--- config.mk ---
export PLATFORM = sky130hd
export DESIGN_NAME = pc_stack
export DESIGN_NICKNAME = d
export VERILOG_FILES = /design/src/rtl/pc_stack.sv
export SDC_FILE = /design/constraint.sdc
export NUM_CORES = 1
export LEC_CHECK = 0
export ABC_AREA = 0
export CAP_MARGIN = 0
export CELL_PAD_IN_SITES_DETAIL_PLACEMENT = 1
export CELL_PAD_IN_SITES_GLOBAL_PLACEMENT = 2
export CORE_UTILIZATION = 33
export CTS_CLUSTER_SIZE = 28
export DETAILED_ROUTE_END_ITERATION = 8
export PLACE_DENSITY_LB_ADDON = 0.1
export SETUP_SLACK_MARGIN = 0.1
export SYNTH_ARGS = -nofsm -noshare
export SYNTH_HDL_FRONTEND = slang
export SYNTH_SLANG_ARGS = --single-unit
--- constraint.sdc ---
create_clock -name clk_i -period 2 [get_ports clk_i]
set_input_delay 0.6 -clock clk_i [delete_from_list [all_inputs] [get_ports clk_i]]
set_output_delay 0.6 -clock clk_i [all_outputs]
set_load 0.01 [all_outputs]
--- src/rtl/pc_stack.sv ---
// Program counter with a LIFO return-address stack; one action per enabled cycle,
// priority Restart > Ret > Call > Load > increment. Registered address, 1-cycle update.
module pc_stack #(
  parameter int AW    = 7,
  parameter int DEPTH = 4,
  parameter int WRAP  = 0
) (
  input  logic                         clk_i,
  input  logic                         clr_n_i,
  input  logic                         up_i,
  input  logic                         restart_i,
  input  logic                         load_i,
  input  logic                         call_i,
  input  logic                         ret_i,
  input  logic [AW-1:0]                load_addr_i,
  output logic [AW-1:0]                addr_o,
  output logic [$clog2(DEPTH+1)-1:0]   level_o,
  output logic                         stack_full_o,
  output logic                         stack_empty_o,
  output logic                         stk_err_o
);

  localparam int LW = $clog2(DEPTH + 1);
  localparam int IW = (DEPTH > 1) ? $clog2(DEPTH) : 1;
  localparam logic [AW-1:0] MAX_ADDR = '1;
  localparam logic [LW-1:0] DEPTH_L  = LW'(DEPTH);

  logic [AW-1:0] addr_q, addr_d;
  logic [LW-1:0] level_q, level_d;
  logic          err_q, err_d;
  logic [AW-1:0] stack_q [DEPTH];

  logic [AW-1:0] next_seq;
  logic [LW-1:0] level_m1;
  logic [IW-1:0] push_idx;
  logic [IW-1:0] top_idx;
  logic          push_en;
  logic          full;
  logic          empty;

  assign full     = (level_q == DEPTH_L);
  assign empty    = (level_q == '0);
  assign level_m1 = level_q - LW'(1);
  assign push_idx = level_q[IW-1:0];
  assign top_idx  = level_m1[IW-1:0];

  // Saturate or wrap at the top of the address space.
  always_comb begin
    next_seq = addr_q + AW'(1);
    if (addr_q == MAX_ADDR) begin
      next_seq = (WRAP != 0) ? '0 : MAX_ADDR;
    end
  end

  always_comb begin
    addr_d  = addr_q;
    level_d = level_q;
    err_d   = err_q;
    push_en = 1'b0;
    if (up_i) begin
      if (restart_i) begin
        addr_d  = '0;
        level_d = '0;
        err_d   = 1'b0;
      end else if (ret_i) begin
        if (!empty) begin
          addr_d  = stack_q[top_idx];
          level_d = level_m1;
        end else begin
          addr_d = next_seq;
          err_d  = 1'b1;
        end
      end else if (call_i) begin
        if (!full) begin
          push_en = 1'b1;
          level_d = level_q + LW'(1);
          addr_d  = load_addr_i;
        end else begin
          addr_d = next_seq;
          err_d  = 1'b1;
        end
      end else if (load_i) begin
        addr_d = load_addr_i;
      end else begin
        addr_d = next_seq;
      end
    end
  end

  always_ff @(posedge clk_i or negedge clr_n_i) begin
    if (!clr_n_i) begin
      addr_q  <= '0;
      level_q <= '0;
      err_q   <= 1'b0;
    end else begin
      addr_q  <= addr_d;
      level_q <= level_d;
      err_q   <= err_d;
    end
  end

  // Entries are only meaningful below level_q, so storage needs no reset.
  always_ff @(posedge clk_i) begin
    if (push_en) begin
      stack_q[push_idx] <= next_seq;
    end
  end

  assign addr_o        = addr_q;
  assign level_o       = level_q;
  assign stack_full_o  = full;
  assign stack_empty_o = empty;
  assign stk_err_o     = err_q;

endmodule

=== Yosys cells after proc, flatten, opt, wreduce, memory -nomap -nowiden ===
Memories as Yosys holds them, arrays and structs flattened.
Cells that the tools add are included.

* Memories kept: 1
* Bits in registers: 11
* Latch bits: 0
* Input bits: 14
* Logic and storage cells: 41
* Memory bits (writable): 28
* Output and inout port bits: 13
* Bits in read-only memories: 0

* $add $sub $neg: 3
* Shifts and indexed selects: 0
* Reductions and logical operators: 5
* Order comparisons: 0
* Divide/modulo/power cells: 0
* $mul: 0
* Equal/unequal tests: 5
* Bitwise logic cells: 0
* Multiplexer cells: 24

{| class="wikitable"
|+ Memories
! memory !! words !! bits a word !! read ports !! clocked after memory_dff !! write ports !! line !! text
|-
| stack_q || 4 || 7 || 1 || 0 || 1 || 31 || <nowiki>logic [AW-1:0] stack_q [DEPTH];</nowiki>
|}

{| class="wikitable"
|+ Operators with widths
! cell !! count
|-
| 7-bit two-way mux || 7
|-
| 3-bit two-way mux || 5
|-
| 1-bit two-way mux || 12
|-
| 4-bit AND reduction || 2
|-
| 7-bit by 1-bit adder with 7-bit output, second input constant || 1
|-
| 7-bit equality test, second input constant || 1
|-
| 3-bit inequality test, second input constant || 2
|-
| 3-bit nonzero test || 2
|-
| 3-bit by 1-bit adder with 3-bit output, second input constant || 1
|-
| 3-bit equality test, second input constant || 1
|-
| 3-bit logical NOT || 1
|-
| 3-bit by 2-bit inequality test with 1-bit output, second input constant || 1
|-
| 3-bit by 1-bit subtractor with 3-bit output, second input constant || 1
|}

=== Depth between registers and ports, before layout ===
Gate-level depths: netlist of run 1.

* Depth in word-level cells: 8
* Mapped depth: 8
* Mapped depth without buffers: 6

=== Worst setup path before layout of run 1 ===
Ideal clock, no wire load.

* Path kind: reg2reg
* Start: register level_q[0], in the netlist level_o[0]
* End: register addr_q[2], in the netlist addr_o[2]
* Arrival: 2129 ps
* Buffers on the path: 2
* Clock period less this slack: 2270 ps
* Setup time: 142 ps
* Required time: 1858 ps
* Path slack: -270 ps
* Cell stages (with the launch flop): 9
* Cell sequence: dfrtp_1 buf_6 inv_1 ha_1 clkbuf_1 mux4_2 and3_4 a2111oi_4 a211oi_1

* Longest elaborated chain between the ends: 5
* Elaborated cells between the ends (all ways): 9
* Classes of those cells: add/sub: 1; eq/ne: 1; mux: 5; reduce/logical: 1; memory: 1

{| class="wikitable"
|+ RTL lines
! element !! line !! text
|-
| start: declaration || 29 || <nowiki>logic [LW-1:0] level_q, level_d;</nowiki>
|-
| start signal: assignment || 97 || <nowiki>level_q <= level_d;</nowiki>
|-
| 3-bit by 1-bit subtractor with 3-bit output / 3-bit equality test (equally long branches) || 43, 41 ||
|-
| memory 4 x 7 bit / 7-bit two-way mux (equally long branches) || - ||
|-
| 7-bit two-way mux (on tied branches) || 66, 73 ||
|-
| 7-bit two-way mux * || 65 || <nowiki>end else if (ret_i) begin</nowiki>
|-
| 7-bit two-way mux * || 61 || <nowiki>if (restart_i) begin</nowiki>
|-
| end signal: assignment || 96 || <nowiki>addr_q <= addr_d;</nowiki>
|-
| end: declaration || 28 || <nowiki>logic [AW-1:0] addr_q, addr_d;</nowiki>
|}

Every way passes the cells marked *; elsewhere a longest branch is shown, timed or not.
A chain may end at the register's enable or synchronous reset.

=== Worst setup path after layout of run 1 ===
* Start: register level_q[0], in the netlist level_o[0]
* End: output port stack_full_o

* Longest elaborated chain between the ends: 1

{| class="wikitable"
|+ RTL lines
! element !! line !! text
|-
| 3-bit equality test || 41 || <nowiki>assign full = (level_q == DEPTH_L);</nowiki>
|-
| end: declaration || 18 || <nowiki>output logic stack_full_o,</nowiki>
|}

No other way between the ends.

==> impl_metrics.env, run 1 <==
export IMPL_relSlewSlack=0.564
export IMPL_die_w_um=80.6
export IMPL_via_per_inst=5.11
export IMPL_post_route_min_period_ns=1.95
export IMPL_wl_per_cell_um=18.3
export IMPL_path_max_fanout=5
export IMPL_insertion_delay_ns=0.29
export IMPL_async_flop_share=0.282
export IMPL_syn_nets=182
export IMPL_grtUsageTotal=0.182
export IMPL_met2WireLength_mm=2.64
export IMPL_cp_start_kind="flip-flop"
export IMPL_gp_congestion=0.799
export IMPL_drt_iter0_drc=81
export IMPL_antenna_found_initial=0
export IMPL_required_ns=1.40
export IMPL_synth_edf_count=28
export IMPL_slew_violations=0
export IMPL_grt_pass1_vias=1560
export IMPL_ys_flop_type="edfxtp_1"
export IMPL_cp_end_kind="primary output"
export IMPL_avgSynthCellArea_um2=12.6
export IMPL_antenna_left=0
export IMPL_power_mw=3.32
export IMPL_die_h_um=80.6
export IMPL_io_pins=27
export IMPL_cts_buffers=5
export IMPL_hold_class="flip-flop to flip-flop"
export IMPL_start_util=0.343
export IMPL_clkPwrFrac=0.169
export IMPL_syn_area_um2=2040
export IMPL_critPathKind="flip-flop to primary output"
export IMPL_p_switching_mw=1.15
export IMPL_seq_area_frac_synth=0.547
export IMPL_comb_power_share=0.501
export IMPL_rsz0062_at_grt="yes"
export IMPL_regToRegSetupSlack_ns=0.15
export IMPL_firstDrtPassIters=4
export IMPL_route_detailed_drc=0
export IMPL_synth_cell_types=42
export IMPL_cts_tree="yes"
export IMPL_multiInputGateArea_um2=898
export IMPL_ys_ff_latch=39
export IMPL_worst_slack_ns=0.0493
export IMPL_final_nets=248
export IMPL_crit_slowest_cell="dfrtp_1"
export IMPL_worstPathArrival_ns=1.35
export IMPL_outcome="completed"
export IMPL_cts_htree_levels=2
export IMPL_clock_sinks=39
export IMPL_setup_violations=0
export IMPL_top_layer="met4"
export IMPL_p_sw_frac=0.348
export IMPL_grt_overflow=0
export IMPL_syn_to_final_growth_pct=39.8
export IMPL_cp_cell_sequence="inv_4, ha_4, buf_6, and2_4, buf_2"
export IMPL_diodes=0
export IMPL_vdd_drop_max_uv=858
export IMPL_finalCritPeriodShare=0.975
export IMPL_fillers=651
export IMPL_routedLengthMet1_mm=2.79
export IMPL_netlist_instances=162
export IMPL_intPower_mw=2.16
export IMPL_tightest_slew_ns=0.648
export IMPL_drv_cap=0
export IMPL_yosys_warnings=0
export IMPL_clk_path_buf_depth=2
export IMPL_hold_viol=0
export IMPL_routed_wl_met3_um=87
export IMPL_grt_max_degree=15
export IMPL_finClkSkew_ns=0.00304
export IMPL_dp_hpwl_mm=3.95
export IMPL_placementRows=28
export IMPL_clk_pin_slew_ns=0.09
export IMPL_cts_hold_buf=0
export IMPL_regArea_um2=1120
export IMPL_dpl_worst_slack_ns=-0.361
export IMPL_timing_hold_ws_ns=0.547
export IMPL_ctsRootBufferMaster="clkbuf_8"
export IMPL_cpPeakStageDelay_ns=0.44
export IMPL_vias=1552
export IMPL_leakagePower_nw=1.16
export IMPL_totalWireLength_mm=5.57
export IMPL_cellPowerDensity_nw_per_um2=1160
export IMPL_port_buffer_count=26
export IMPL_drive_gt1_frac=0.380
export IMPL_die_area_um2=6500
export IMPL_core_area_um2=5960
export IMPL_grt_pass1_wl_mm=8.51
export IMPL_pwr_share_seq=0.330
export IMPL_clock_fmax_ghz=0.513
==> flip-flops by register name, indices dropped and copies added (netlist names) <==
| signal | count |
|---|---|
| addr_o | 7 |
| level_o | 3 |
| stack_q | 28 |
| stk_err_o | 1 |
==> power by group through the flow <==
stage | registers (mW) | clock network (mW) | logic, mW
6_report | 1.10 | 0.560 | 1.66
5_1_grt | 1.11 | 0.619 | 1.80
4_1_cts | 1.12 | 0.583 | 1.49
3_5_place_dp | 1.14 | 0 | 1.38
3_3_place_gp | 1.14 | 0 | 1.34
2_1_floorplan | 1.15 | 0 | 0.861
==> stage by stage <==
| step | utilization | TNS (ns) | std cells | area (um^2) |
|---|---|---|---|---|
| 2_1_floorplan | - | 0 | 162 | 2090 |
| 3_3_place_gp | 0.432 | -10.54 | 279 | 2570 |
| 3_5_place_dp | 0.432 | -11.54 | 279 | 2570 |
| 4_1_cts | 0.462 | 0 | 294 | 2750 |
| 5_1_grt | 0.479 | 0 | 304 | 2850 |
| 6_report | 0.479 | 0 | 304 | 2850 |
==> cells in the final DEF (no fill, tap or decap), drive strengths merged, types with 2 or more instances in the layout <==
cell type      count
a31oi              4
a2bb2oi            2
dfrtp             11
xnor2              2
mux2i              2
a32oi              3
dlymetal6s2s       5
nor2b              3
a221oi             3
inv               10
clkbuf             5
nor3               4
o31a               2
a21boi             2
nor2              10
dlygate4sd2        2
mux2               2
clkdlybuf4s50     17
buf               45
and3               5
nand3              4
o21ai              9
nor4               3
edfxtp            28
nand2b             2
mux4               7
nand2              9
clkinvlp           2
ha                 6
and2               6
a21oi              4
==> critical path: cells and delay by family, from the launching register on <==
family / cells / cell delay, ns
adder cells (fa/ha/maj): 1 / 0.18
buffers and inverters: 3 / 0.32
flip-flops: 1 / 0.44
AND/OR/NAND/NOR: 1 / 0.13
==> kinds of logic after synthesis <==
logic type / synth area share
buffers and inverters: 0.0405
AOI/OAI and AO/OA: 0.131
muxes: 0.0981
adders and majority gates: 0.0368
DFF: 0.547
and+or+nand+nor: 0.134
xor gates and xnor gates: 0.0129
==> final timing paths <==
path,startpoint,end,cells past startpoint
worst max-delay path,level_o[0],stack_full_o,5
worst min-delay path,stk_err_o,stk_err_o,2
worst max register to register,level_o[0],addr_o[5],6
worst min register to register,stk_err_o,stk_err_o,2
max in group asynchronous,clr_n_i,level_o[2],2
min in group asynchronous,clr_n_i,stk_err_o,2
==> final cells by class <==
class | instances | area share
Clock buffer | 5 | 0.0241
Sequential cell | 39 | 0.393
Timing Repair Buffer | 69 | 0.214
Inverter | 9 | 0.0127
Clock inverter | 3 | 0.00833
Tap cell | 75 | 0.0329
Multi-Input combinational cell | 104 | 0.315
==> cell usage after synthesis, types with 4 or more instances <==
master,count,share of area
clkbuf_1,6,0.011
nand3_1,4,0.0098
a31oi_1,4,0.012
o21ai_0,8,0.020
inv_1,9,0.017
mux4_2,7,0.077
edfxtp_1,28,0.41
dfrtp_1,11,0.13
and2_1,6,0.018
a21oi_1,4,0.0098
ha_1,6,0.037
and3_1,4,0.012
nand2_1,9,0.017
nor2_1,10,0.018
==> routing by layer <==
metal | up-vias | track usage
li1 | 744 | -
met1 | 784 | 0.259
met2 | 18 | 0.281
met3 | 6 | 0.0341
met4 | 0 | 0.0518
met5 | - | 0
==> what timing repair did <==
item                       CTS  global route
buffers inserted             7            10
pin swaps                    2             6
setup endpoints to repair   40            44
resized for setup           25            18
hold endpoints to repair     0             0
No activity file was read; power rests on OpenSTA's default activity.
==> run 2: changes to the inputs <==
--- a/config.mk
+++ b/config.mk
@@ -10,10 +10,8 @@
 export CELL_PAD_IN_SITES_DETAIL_PLACEMENT = 1
 export CELL_PAD_IN_SITES_GLOBAL_PLACEMENT = 2
 export CORE_UTILIZATION = 33
-export CTS_CLUSTER_SIZE = 28
 export DETAILED_ROUTE_END_ITERATION = 8
-export PLACE_DENSITY_LB_ADDON = 0.1
-export SETUP_SLACK_MARGIN = 0.1
+export PLACE_DENSITY = 0.76
 export SYNTH_ARGS = -nofsm -noshare
 export SYNTH_HDL_FRONTEND = slang
 export SYNTH_SLANG_ARGS = --single-unit
==> run 2 against run 1 <==
  * Combinational power fell by 13%
  * Design area down 5.7%
  * Clock skew rose by 0.011 ns
  * Critical path type is now primary input to flip-flop
  * Largest power group unchanged
  * First-iteration DRC count decreased by 22%
==> impl_metrics.env, run 2 (synthesis results as in run 1) <==
export IMPL_outcome="completed"
export IMPL_die_w_um=80.6
export IMPL_start_util=0.343
export IMPL_slew_violations=0
export IMPL_grt_pass1_wl_mm=8.78
export IMPL_clock_sinks=39
export IMPL_drt_iter0_drc=63
export IMPL_largest_reg_flops=28
export IMPL_vdd_drop_max_uv=543
export IMPL_gp_congestion=0.880
export IMPL_core_area_um2=5960
export IMPL_clk_pin_slew_ns=0.08
export IMPL_fillers=637
export IMPL_cts_buffers=5
export IMPL_cts_tree="yes"
export IMPL_die_h_um=80.6
export IMPL_io_pins=27
export IMPL_crit_slowest_cell="clkdlybuf4s50_1"
export IMPL_die_area_um2=6500
export IMPL_placementRows=28
export IMPL_drv_cap=0
export IMPL_required_ns=2.21
export IMPL_cellPowerDensity_nw_per_um2=1150
export IMPL_grt_pass1_vias=1596
export IMPL_syn_to_final_growth_pct=31.8
export IMPL_finalCritPeriodShare=0.974
export IMPL_reg2reg_depth=6
export IMPL_cp_end_kind="flip-flop"
export IMPL_wl_per_cell_um=19.1
export IMPL_cp_start_kind="primary input"
export IMPL_totalWireLength_mm=5.51
export IMPL_cts_htree_levels=2
export IMPL_regToRegEndpoint="addr_o[5]"
export IMPL_timing_hold_ws_ns=0.546
export IMPL_hold_viol=0
export IMPL_firstDrtPassIters=4
export IMPL_layout_common_cells="edfxtp_1 (28), buf_4 (27), clkdlybuf4s50_1 (22), nor2_1 (10)"
export IMPL_antenna_left=0
export IMPL_regArea_um2=1120
export IMPL_setup_violations=0
export IMPL_cpMostUsedCell="buf_4"
export IMPL_post_route_min_period_ns=1.95
export IMPL_path_max_fanout=4
export IMPL_critPathKind="primary input to flip-flop"
export IMPL_via_per_inst=5.26
export IMPL_diodes=0
export IMPL_r2r_start="level_o[0]"
export IMPL_cts_hold_buf=0
export IMPL_grt_max_degree=13
export IMPL_tightest_slew_ns=0.601
export IMPL_regMostFlops="stack_q"
export IMPL_relSlewSlack=0.598
export IMPL_multiInputGateArea_um2=886
export IMPL_finClkSkew_ns=0.0139
export IMPL_worstSetupStartpoint="call_i"
export IMPL_cpPeakStageDelay_ns=0.43
export IMPL_dp_hpwl_mm=4.13
export IMPL_clock_fmax_ghz=0.513
export IMPL_hold_class="flip-flop to flip-flop"
export IMPL_route_detailed_drc=0
export IMPL_cp_cell_sequence="clkdlybuf4s50_1, buf_4, and3_1, nor3_4, buf_4, nand2_1, a41oi_1"
export IMPL_ctsRootBufferMaster="clkbuf_8"
export IMPL_vias=1519
export IMPL_grt_overflow=0
export IMPL_final_nets=233
export IMPL_insertion_delay_ns=0.29
export IMPL_mostFrequentLayoutCell="edfxtp_1"
export IMPL_crit_end="addr_o[0]"
export IMPL_rsz0062_at_grt="no"
export IMPL_leakagePower_nw=1.04
export IMPL_port_buffer_count=26
export IMPL_regToRegSetupSlack_ns=0.07
export IMPL_fin_setup_tns_ns=0
export IMPL_grtUsageTotal=0.190
export IMPL_clk_path_buf_depth=2
export IMPL_antenna_found_initial=0
export IMPL_worstPathArrival_ns=2.16
export IMPL_drive_gt1_frac=0.299
run 2: layout make-up:
| type | count | share of cell area |
|---|---|---|
| clock buffer | 6 | 0.0270 |
| timing repair buffer | 54 | 0.176 |
| clock inverter | 2 | 0.00326 |
| tap | 75 | 0.0349 |
| sequential | 39 | 0.416 |
| inverter | 9 | 0.0135 |
| multi-input combinational | 104 | 0.329 |
run 2: per-stage QoR:
| stage | std cells | util | area (um^2) | power, mW | setup WS, ns |
|---|---|---|---|---|---|
| final | 289 | 0.451 | 2690 | 3.09 | 0.0510 |
| after global routing | 289 | 0.451 | 2690 | 3.26 | 0.00212 |
| after CTS | 289 | 0.449 | 2680 | 3.11 | 0.0100 |
| after detailed placement | 278 | 0.430 | 2560 | 2.53 | -0.392 |
| after global placement | 278 | 0.430 | 2560 | 2.46 | -0.321 |
| after floorplan | 162 | - | 2080 | 1.96 | 0.0114 |
run 2: worst min path at each step:
stage,startpoint,end,slack [ns],cells after the start
6_report,stk_err_o,stk_err_o,0.55,2
5_1_grt,stk_err_o,stk_err_o,0.58,2
4_1_cts,stk_err_o,stk_err_o,0.55,2
3_5_place_dp,stk_err_o,stk_err_o,0.53,2
3_3_place_gp,stk_err_o,stk_err_o,0.51,2
2_1_floorplan,clr_n_i,addr_o[0],0.30,0
run 2: report_power, final:
| part | switching, mW | internal, mW | total [mW] |
|---|---|---|---|
| clock | 0.277 | 0.240 | 0.517 |
| sequential | 0.108 | 1.02 | 1.13 |
| combinational | 0.700 | 0.739 | 1.44 |
run 2: metal layers:
| metal | global-route usage | share of wire | vias to the layer above |
|---|---|---|---|
| li1 | - | - | 711 |
| met1 | 0.249 | 0.46 | 776 |
| met2 | 0.317 | 0.50 | 28 |
| met3 | 0.0375 | 0.028 | 4 |
| met4 | 0.0536 | 0.0069 | 0 |
| met5 | 0 | 0 | - |
run 2: repair_timing:
action / 4_1_cts / 5_1_grt
pin swaps: 0 / 2
buffers inserted: 3 / 0
resized for setup: 11 / 12
setup endpoints to repair: 32 / 38
cloned: 0 / 0
run 2: worst max-delay path: cells and delay by family:
kind,cells,cell delay [ns]
AO/OA/AOI/OAI,1,0.21
buffers and inverters,3,0.77
AND/OR/NAND/NOR,3,0.58
==> run 3: changes to the inputs <==
--- a/config.mk
+++ b/config.mk
@@ -11,6 +11,7 @@
 export CELL_PAD_IN_SITES_GLOBAL_PLACEMENT = 2
 export CORE_UTILIZATION = 33
 export DETAILED_ROUTE_END_ITERATION = 8
+export GPL_TIMING_DRIVEN = 0
 export PLACE_DENSITY = 0.76
 export SYNTH_ARGS = -nofsm -noshare
 export SYNTH_HDL_FRONTEND = slang
==> run 3 against run 2 <==
  * Largest power group unchanged
  * Worst hold slack gained 0.020 ns
  * Die area unchanged
  * Highest routed layer unchanged
  * Clock skew is 0.0057 ns lower
  * Non-clock buffer count fell by 13
  * Worst setup slack worse by 0.032 ns
  * Critical path type unchanged
  * First-iteration DRC count down 13%
  * Critical path depth decreased by 3
==> impl_metrics.env, run 3 (synthesis results as in run 1) <==
export IMPL_grt_pass1_vias=1513
export IMPL_cp_end_kind="flip-flop"
export IMPL_io_pins=27
export IMPL_antenna_found_initial=0
export IMPL_syn_to_final_growth_pct=26.9
export IMPL_insertion_delay_ns=0.30
export IMPL_placed_area_um2=2410
export IMPL_post_route_min_period_ns=1.98
export IMPL_hold_viol=0
export IMPL_grt_max_degree=15
export IMPL_finalCritPeriodShare=0.990
export IMPL_largest_reg_flops=28
export IMPL_required_ns=1.99
export IMPL_placementRows=28
export IMPL_post_layout_nonfiller_instances=276
export IMPL_clk_path_buf_depth=2
export IMPL_port_buffer_count=24
export IMPL_clk_pin_slew_ns=0.09
export IMPL_stdcell_area_um2=2590
export IMPL_start_util=0.343
export IMPL_cts_buffers=5
export IMPL_cellPowerDensity_nw_per_um2=1210
export IMPL_worstPathArrival_ns=1.97
export IMPL_hold_class="flip-flop to flip-flop"
export IMPL_cp_start_kind="primary input"
export IMPL_fillers=640
export IMPL_firstDrtPassIters=4
export IMPL_leakagePower_nw=0.959
export IMPL_layout_common_cells="edfxtp_1 (28), clkdlybuf4s50_1 (21), nor2_1 (10), dfrtp_1 (10), nand2_1 (9)"
export IMPL_final_nets=220
export IMPL_critPathKind="primary input to flip-flop"
export IMPL_cts_tree="yes"
export IMPL_ctsRootBufferMaster="clkbuf_8"
export IMPL_vias=1437
export IMPL_grt_overflow=0
export IMPL_dp_hpwl_mm=3.68
export IMPL_regMostFlops="stack_q"
export IMPL_setup_violations=0
export IMPL_grtUsageTotal=0.174
export IMPL_dp_cells=261
export IMPL_diodes=0
export IMPL_cts_hold_buf=0
export IMPL_rsz0062_at_grt="yes"
export IMPL_die_area_um2=6500
export IMPL_route_detailed_drc=0
export IMPL_mostFrequentLayoutCell="edfxtp_1"
export IMPL_grt_pass1_wl_mm=7.98
export IMPL_via_per_inst=5.21
export IMPL_antenna_left=0
export IMPL_totalWireLength_mm=5.07
export IMPL_drt_iter0_drc=55
export IMPL_cts_htree_levels=2
export IMPL_gp_congestion=0.843
export IMPL_relSlewSlack=0.594
export IMPL_path_max_fanout=7
export IMPL_drive_gt1_frac=0.249
export IMPL_slew_violations=0
export IMPL_tightest_slew_ns=0.607
export IMPL_wl_per_cell_um=18.4
export IMPL_die_w_um=80.6
export IMPL_die_h_um=80.6
export IMPL_clock_fmax_ghz=0.505
export IMPL_vdd_drop_max_uv=365
export IMPL_core_area_um2=5960
export IMPL_finClkSkew_ns=0.00818
export IMPL_outcome="completed"
export IMPL_clock_sinks=39
export IMPL_drv_cap=0
[run 3: cell types whose count changed in the layout (fill, tap and decap cells not counted), sizes merged]
cell / change
buf: -14
clkbuf: +2
clkinv: -2
clkinvlp: +2
clkdlybuf4s50: -1
dlymetal6s2s: -1
inv: +1
[run 3: cell type report]
cell class | instances | area [um^2] | area share
Clock inverter | 3 | 23.8 | 0.00918
Inverter | 9 | 41.3 | 0.0159
Sequential cell | 39 | 1120 | 0.432
Buffer | 8 | 45.0 | 0.0174
Multi-Input combinational cell | 104 | 888 | 0.343
Clock buffer | 5 | 68.8 | 0.0266
Tap cell | 75 | 93.8 | 0.0362
Timing Repair Buffer | 33 | 310 | 0.120
[run 3: metal layers]
layer	part of all wire	vias up	track usage	wire [um]
met5	0	-	0	0
met4	0.018	0	0.0714	89
met3	0.022	7	0.0341	113
met2	0.50	21	0.294	2530
met1	0.46	719	0.216	2330
li1	-	690	-	-
[run 3: power by group]
part	switching [mW]	leakage (nW)	total (mW)	internal (mW)
clock network	0.315	0.0408	0.565	0.250
logic	0.707	0.526	1.45	0.743
registers	0.0926	0.393	1.11	1.02
[run 3: what timing repair did]
action / 4_1_cts / 5_1_grt
pin swaps: 0 / 4
endpoints found under the setup margin: 37 / 36
buffers inserted: 4 / 5
gates resized for setup: 25 / 4
[run 3: worst paths after layout]
kind / from / to / slack [ns] / cells past startpoint
max: call_i / stack_q[1][4] / 0.02 / 4
min: stk_err_o / stk_err_o / 0.57 / 2
max reg2reg: level_o[0] / stack_q[1][4] / 0.07 / 7
min reg2reg: stk_err_o / stk_err_o / 0.57 / 2
max in group asynchronous: clr_n_i / addr_o[2] / 0.89 / 1
min in group asynchronous: clr_n_i / level_o[0] / 0.67 / 1
[run 3: stage by stage]
stage                     hold WS (ns)  utilization  power (mW)  TNS [ns]  setup slack [ns]
after floorplan                  0.304            -        1.96         0            0.0114
after global placement           0.516        0.405        2.38    -16.10            -0.486
after detailed placement         0.548        0.405        2.44    -16.01            -0.484
after CTS                        0.573        0.432        3.16  -0.00771          -0.00771
after global routing             0.620        0.435        3.30     -1.58           -0.0617
final                            0.566        0.435        3.13         0            0.0194
[run 3: critical path, stage by stage]
cell,delay [ns]
clkdlybuf4s50_1,0.54
a21boi_1,0.25
and4_1,0.29
and2_2,0.29
